**src/rtl/knn_mem_pkg.sv**
```systemverilog
// Shared types for the KNN memory-side blocks: arbiter FSM states and
// read-data ownership tags.
package knn_mem_pkg;

    typedef enum logic [1:0] {
        ENGINE,
        DRAIN,
        DEBUG
    } arb_state_t;

    typedef enum logic {
        OWN_ENG,
        OWN_WBS
    } owner_t;

    // Steady-state mode selected by the debug control bit.
    function automatic arb_state_t mode_target(input logic dbg_mode);
        return dbg_mode ? DEBUG : ENGINE;
    endfunction

endpackage

```
**src/rtl/sram_port_arbiter.sv**
```systemverilog
// Single-port SRAM arbiter between the KNN engine and the Wishbone slave.
// ENGINE mode gives the engine priority, DEBUG mode hands the port to
// Wishbone only; a one-cycle DRAIN separates the modes when a read is
// returning. Optional Wishbone starvation guard: ARB_STARVE_GUARD_EN.
module sram_port_arbiter
    import knn_mem_pkg::*;
#(
    parameter int unsigned ADDR_WIDTH   = 9,
    parameter int unsigned DATA_WIDTH   = 64,
    parameter int unsigned STARVE_LIMIT = 15
) (
    input  logic                  wb_clk_i,
    input  logic                  wb_rst_i,
    input  logic                  dbg_mode_i,
    input  logic                  eng_req_i,
    input  logic                  eng_we_i,
    input  logic [ADDR_WIDTH-1:0] eng_addr_i,
    input  logic [DATA_WIDTH-1:0] eng_wdata_i,
    output logic                  eng_gnt_o,
    output logic                  eng_rvalid_o,
    output logic [DATA_WIDTH-1:0] eng_rdata_o,
    input  logic                  wbs_req_i,
    input  logic                  wbs_we_i,
    input  logic [ADDR_WIDTH-1:0] wbs_addr_i,
    input  logic [DATA_WIDTH-1:0] wbs_wdata_i,
    output logic                  wbs_gnt_o,
    output logic                  wbs_rvalid_o,
    output logic [DATA_WIDTH-1:0] wbs_rdata_o,
    output logic                  mem_csb0_o,
    output logic                  mem_web0_o,
    output logic [ADDR_WIDTH-1:0] mem_addr0_o,
    output logic [DATA_WIDTH-1:0] mem_wdata0_o,
    input  logic [DATA_WIDTH-1:0] mem_rdata0_i,
    output logic                  dbg_active_o
);

    if (STARVE_LIMIT < 1) begin : g_bad_limit
        $error("STARVE_LIMIT must be at least 1");
    end

    arb_state_t state_q, state_d;
    logic       rd_pending_q, rd_pending_d;
    owner_t     rd_owner_q, rd_owner_d;

    logic mode_change;
    logic force_wbs;
    logic eng_gnt;
    logic wbs_gnt;

`ifdef ARB_STARVE_GUARD_EN
    localparam int unsigned CNT_W = $clog2(STARVE_LIMIT + 1);
    localparam logic [CNT_W-1:0] CNT_MAX = CNT_W'(STARVE_LIMIT);

    logic [CNT_W-1:0] starve_q, starve_d;

    // Starvation counter: counts denied Wishbone cycles while the engine owns the port.
    always_comb begin
        starve_d = starve_q;
        if (state_q == ENGINE) begin
            if (wbs_gnt) begin
                starve_d = '0;
            end else if (wbs_req_i && (starve_q != CNT_MAX)) begin
                starve_d = starve_q + 1'b1;
            end
        end
        force_wbs = (starve_q == CNT_MAX);
    end

    // Starvation counter register.
    always_ff @(posedge wb_clk_i or posedge wb_rst_i) begin
        if (wb_rst_i) begin
            starve_q <= '0;
        end else begin
            starve_q <= starve_d;
        end
    end
`else
    // Strict engine priority: Wishbone is never forced through.
    always_comb begin
        force_wbs = 1'b0;
    end
`endif

    // Grant decode: combinational from requests and state, suppressed on a mode change.
    always_comb begin
        mode_change = (state_q != DRAIN) && (dbg_mode_i != (state_q == DEBUG));
        eng_gnt     = 1'b0;
        wbs_gnt     = 1'b0;
        if (!wb_rst_i && !mode_change) begin
            case (state_q)
                ENGINE: begin
                    if (wbs_req_i && (!eng_req_i || force_wbs)) begin
                        wbs_gnt = 1'b1;
                    end else begin
                        eng_gnt = eng_req_i;
                    end
                end
                DEBUG:   wbs_gnt = wbs_req_i;
                default: ;
            endcase
        end
    end

    // SRAM port mux: the granted requester drives the macro, idle otherwise.
    always_comb begin
        mem_csb0_o   = 1'b1;
        mem_web0_o   = 1'b1;
        mem_addr0_o  = '0;
        mem_wdata0_o = '0;
        if (eng_gnt) begin
            mem_csb0_o   = 1'b0;
            mem_web0_o   = ~eng_we_i;
            mem_addr0_o  = eng_addr_i;
            mem_wdata0_o = eng_wdata_i;
        end else if (wbs_gnt) begin
            mem_csb0_o   = 1'b0;
            mem_web0_o   = ~wbs_we_i;
            mem_addr0_o  = wbs_addr_i;
            mem_wdata0_o = wbs_wdata_i;
        end
    end

    // Read tracker and FSM next state.
    always_comb begin
        rd_pending_d = (eng_gnt && !eng_we_i) || (wbs_gnt && !wbs_we_i);
        rd_owner_d   = rd_owner_q;
        if (wbs_gnt) begin
            rd_owner_d = OWN_WBS;
        end else if (eng_gnt) begin
            rd_owner_d = OWN_ENG;
        end

        state_d = state_q;
        case (state_q)
            ENGINE, DEBUG: begin
                if (mode_change) begin
                    state_d = rd_pending_q ? DRAIN : mode_target(dbg_mode_i);
                end
            end
            DRAIN:   state_d = mode_target(dbg_mode_i);
            default: state_d = ENGINE;
        endcase
    end

    // State, pending-read flag and owner registers.
    always_ff @(posedge wb_clk_i or posedge wb_rst_i) begin
        if (wb_rst_i) begin
            state_q      <= ENGINE;
            rd_pending_q <= 1'b0;
            rd_owner_q   <= OWN_ENG;
        end else begin
            state_q      <= state_d;
            rd_pending_q <= rd_pending_d;
            rd_owner_q   <= rd_owner_d;
        end
    end

    // Read return steering and status outputs.
    always_comb begin
        eng_gnt_o    = eng_gnt;
        wbs_gnt_o    = wbs_gnt;
        eng_rvalid_o = rd_pending_q && (rd_owner_q == OWN_ENG);
        wbs_rvalid_o = rd_pending_q && (rd_owner_q == OWN_WBS);
        eng_rdata_o  = eng_rvalid_o ? mem_rdata0_i : '0;
        wbs_rdata_o  = wbs_rvalid_o ? mem_rdata0_i : '0;
        dbg_active_o = (state_q == DEBUG);
    end

endmodule

```
**config.mk**
```make
export PLATFORM = sky130hd
export DESIGN_NAME = sram_port_arbiter
export DESIGN_NICKNAME = d
export VERILOG_FILES = /design/src/rtl/knn_mem_pkg.sv /design/src/rtl/sram_port_arbiter.sv
export SDC_FILE = /design/constraint.sdc
export NUM_CORES = 1
export LEC_CHECK = 0
export BUFFER_PORTS_ARGS = -buffer_cell sky130_fd_sc_hd__buf_2
export CORE_AREA = 2 2 165 167
export CTS_CLUSTER_DIAMETER = 200
export CTS_CLUSTER_SIZE = 20
export DETAILED_ROUTE_END_ITERATION = 6
export DIE_AREA = 0 0 167 169
export GPL_ROUTABILITY_DRIVEN = 0
export PLACE_DENSITY = 0.41
export RECOVER_POWER = 25
export SLEW_MARGIN = 30
export SYNTH_ARGS = -nofsm -noshare
export SYNTH_HDL_FRONTEND = slang
export SYNTH_SLANG_ARGS = --single-unit
export TNS_END_PERCENT = 20
```
**constraint.sdc**
```tcl
create_clock -name wb_clk_i -period 1.9 [get_ports wb_clk_i]
set_input_delay 0.38 -clock wb_clk_i [delete_from_list [all_inputs] [get_ports wb_clk_i]]
set_output_delay 0.38 -clock wb_clk_i [all_outputs]
set_load 0.02 [all_outputs]
```
==> impl_metrics.ini <==
[placed_design]
dp_slack_ns = -0.0763
placed_cells = 1026
port-buffer-count = 424
hpwlAfterDp_mm = 14.6
place_area_um2 = 4540

[worst_setup_path]
r2r-start = state_q[1]
cpPeakStageDelay_ns = 0.43
critPathMaxFanout = 24
critPathArrivalTime_ns = 1.72
crit_chain = and2_4, o211a_4, buf_12, a22o_1, buf_2
cp_top_family = compound AO/OA/AOI/OAI gates
crit_buf_inv = 2
cp-start-kind = flop
end_kind = output pin
cp_slowest_cell = dfrtp_2
crit_start = state_q[1]
required_ns = 1.52
criticalPathCategory = flop to output pin

[outcome]
failed_checks = setup timing
outcome = finished, violations left

[drt]
viasPerCell = 3.69
wl_met2_mm = 8.98
wl_met3_mm = 1.41
ant_nets = 0
wirelength_met1_mm = 6.79
wl_per_cell_um = 16.7
first_pass_iters = 4
vias = 3832
routed.top_layer = met5
drtIter0Drc = 79
totalWireLength_mm = 17.4
drc = 0

[job]
cap_violations = 0

[clocking]
clock_latency_ns = 0.23
clk_path_buf_depth = 2
cts_sinks = 4
cts_root_buf = clkbuf_16
cts_tree = done
clkTransAtPathRegs_ns = 0.03
cts_inserted_buffers = 3
htreeDepth = 1

[synth]
synth_top_area_cell = a22o_1
synthTopCellsByArea = a22o_1 (35%), and2_1 (22%), and3_1 (22%), dfrtp_1 (5.4%), clkbuf_1 (4.5%)
synth_flop_cell = dfrtp_1
syn_inst = 264
yosys_warnings = 0
ys_ff_latch = 4
ys_types = 20
synth.top_cell.area_share_pct = 34.7
async_flop_share_pct = 100
synth_nets = 481
avgSynthCellArea_um2 = 6.98
synth_edf_count = 0
ys_seq_area_share_pct = 5.43
syn-cell-area_um2 = 1840

[final_layout]
final_common_cell = buf_2
fin_area_um2 = 5060
layout.cells.non_filler = 1039
finalNetCount = 915
area_delta_synth_final_pct = 175
drive_above_1_share_pct = 68.9
final_cell_mix = buf_2 (374), a22o_1 (73), and2_1 (65)

[power_and_ir_drop]
p_seq_share_pct = 7.7
pwr-share-comb_pct = 68.0
pwr-share-clk_pct = 24.3
p_int_w = 0.000823
sw_frac_of_total_pct = 41.8
pwr_density_cell_nw_per_um2 = 279
switchingPower_w = 0.000590
leakagePower_nw = 3.25
total_power_w = 0.00141
irDropWorstVdd_uv = 178

[die]
initial_utilization_pct = 6.95
core-area_um2 = 26500
placementRows = 60
io_pins = 425
die_area_um2 = 28200
die-height_um = 169
dieWidth_um = 167

[sta]
setup_tns_ns = -12.29
fin_crit_sh_pct = 111
final.min_clock_period_ns = 2.10
relSlewSlack_pct = 82.4
max_freq_mhz = 476
setup_ws_ns = -0.203
rsz0062_at_grt = yes
setup-violations-final = 76
worst_pin_slew_ns = 0.263
hold_violations = 0
skew_ns = 0.00165
slew_viol_final = 0

[global_route]
grt_pass1_wl_mm = 23.4
groute.usage.overall_pct = 10.9
grt_pass1_vias = 3644
grt_max_degree = 45
antenna_found_initial = 4
grt.overflow.total = 0

[worst_hold_path]
holdCritPathClass = input pin to async pin
==> power by group through the flow <==
stage / sequential, W / clock, W / combinational, W
after global placement: 0.000110 / 0 / 0.000886
after CTS: 0.000110 / 0.000349 / 0.000929
after detailed placement: 0.000110 / 0 / 0.000888
final: 0.000109 / 0.000343 / 0.000961
after global routing: 0.000111 / 0.000364 / 0.00104
after floorplan: 0.000101 / 0 / 0.000402
==> layout make-up <==
cell class,instances,area (um^2)
antenna,1,2.50
clock buffer,4,78.8
fill,3033,21400
inverter,3,16.3
multi-input combinational,220,1630
sequential,4,104
tap,341,427
timing repair buffer,466,2810
==> timing repair <==
action / 4_1_cts / 5_1_grt
resized for setup: 43 / 60
hold buffers: 0 / 0
setup buffers: 2 / 2
gates cloned: 1 / 3
hold endpoints to repair: 0 / 0
pin swaps: 4 / 12
endpoints found under the setup margin: 78 / 78
==> cells by family after synthesis <==
logic type             share of synthesized area, %
AND/OR/NAND/NOR                                46.7
AO/OA/AOI/OAI                                  37.1
buffers and inverters                          10.3
flip-flops                                     5.43
XOR/XNOR                                      0.475
==> worst reg2reg max path, cell delays in order, from the launching register on <==
cell and delay [ns]:
dfrtp_2 0.43, and2_4 0.18, o211a_4 0.30, buf_6 0.16
a21o_1 0.16
==> per-stage QoR <==
step | hold WS [ns] | util, %
6_report | 0.0602 | 19.1
5_1_grt | 0.0798 | 19.1
3_5_place_dp | 0.276 | 17.1
3_3_place_gp | 0.275 | 17.1
2_1_floorplan | 0.146 | -
4_1_cts | 0.0580 | 18.0
==> layer usage <==
metal / vias up / track usage, %
li1: 1845 / -
met1: 1713 / 12.6
met2: 254 / 20.7
met3: 14 / 2.24
met4: 6 / 2.14
met5: - / 0
==> synth_stat cells (2+ instances only) <==
master and instances:
a22o_1 73, buf_1 2, and3_1 64, o211a_1 2, and2_1 66, nor2b_1 2
buf_2 11, buf_6 3, inv_1 3, dfrtp_1 4, nor2_1 4, clkbuf_1 22
==> registers in the layout, summed over array words and instances (netlist names) <==
| signal | flops |
|---|---|
| rd_owner_q | 1 |
| rd_pending_q | 1 |
| state_q | 2 |
==> worst paths after layout <==
| path | end | slack (ns) | cells after the start |
|---|---|---|---|
| max reg2reg | rd_owner_q | 0.55 | 4 |
| min in group wb_clk_i | rd_pending_q | 0.39 | 2 |
| min | rd_pending_q | 0.06 | 2 |
| max | mem_wdata0_o[47] | -0.20 | 5 |
| max in group asynchronous | state_q[0] | 1.68 | 2 |
| min reg2reg | state_q[1] | 0.60 | 2 |
(Power assumes the default switching activity.)
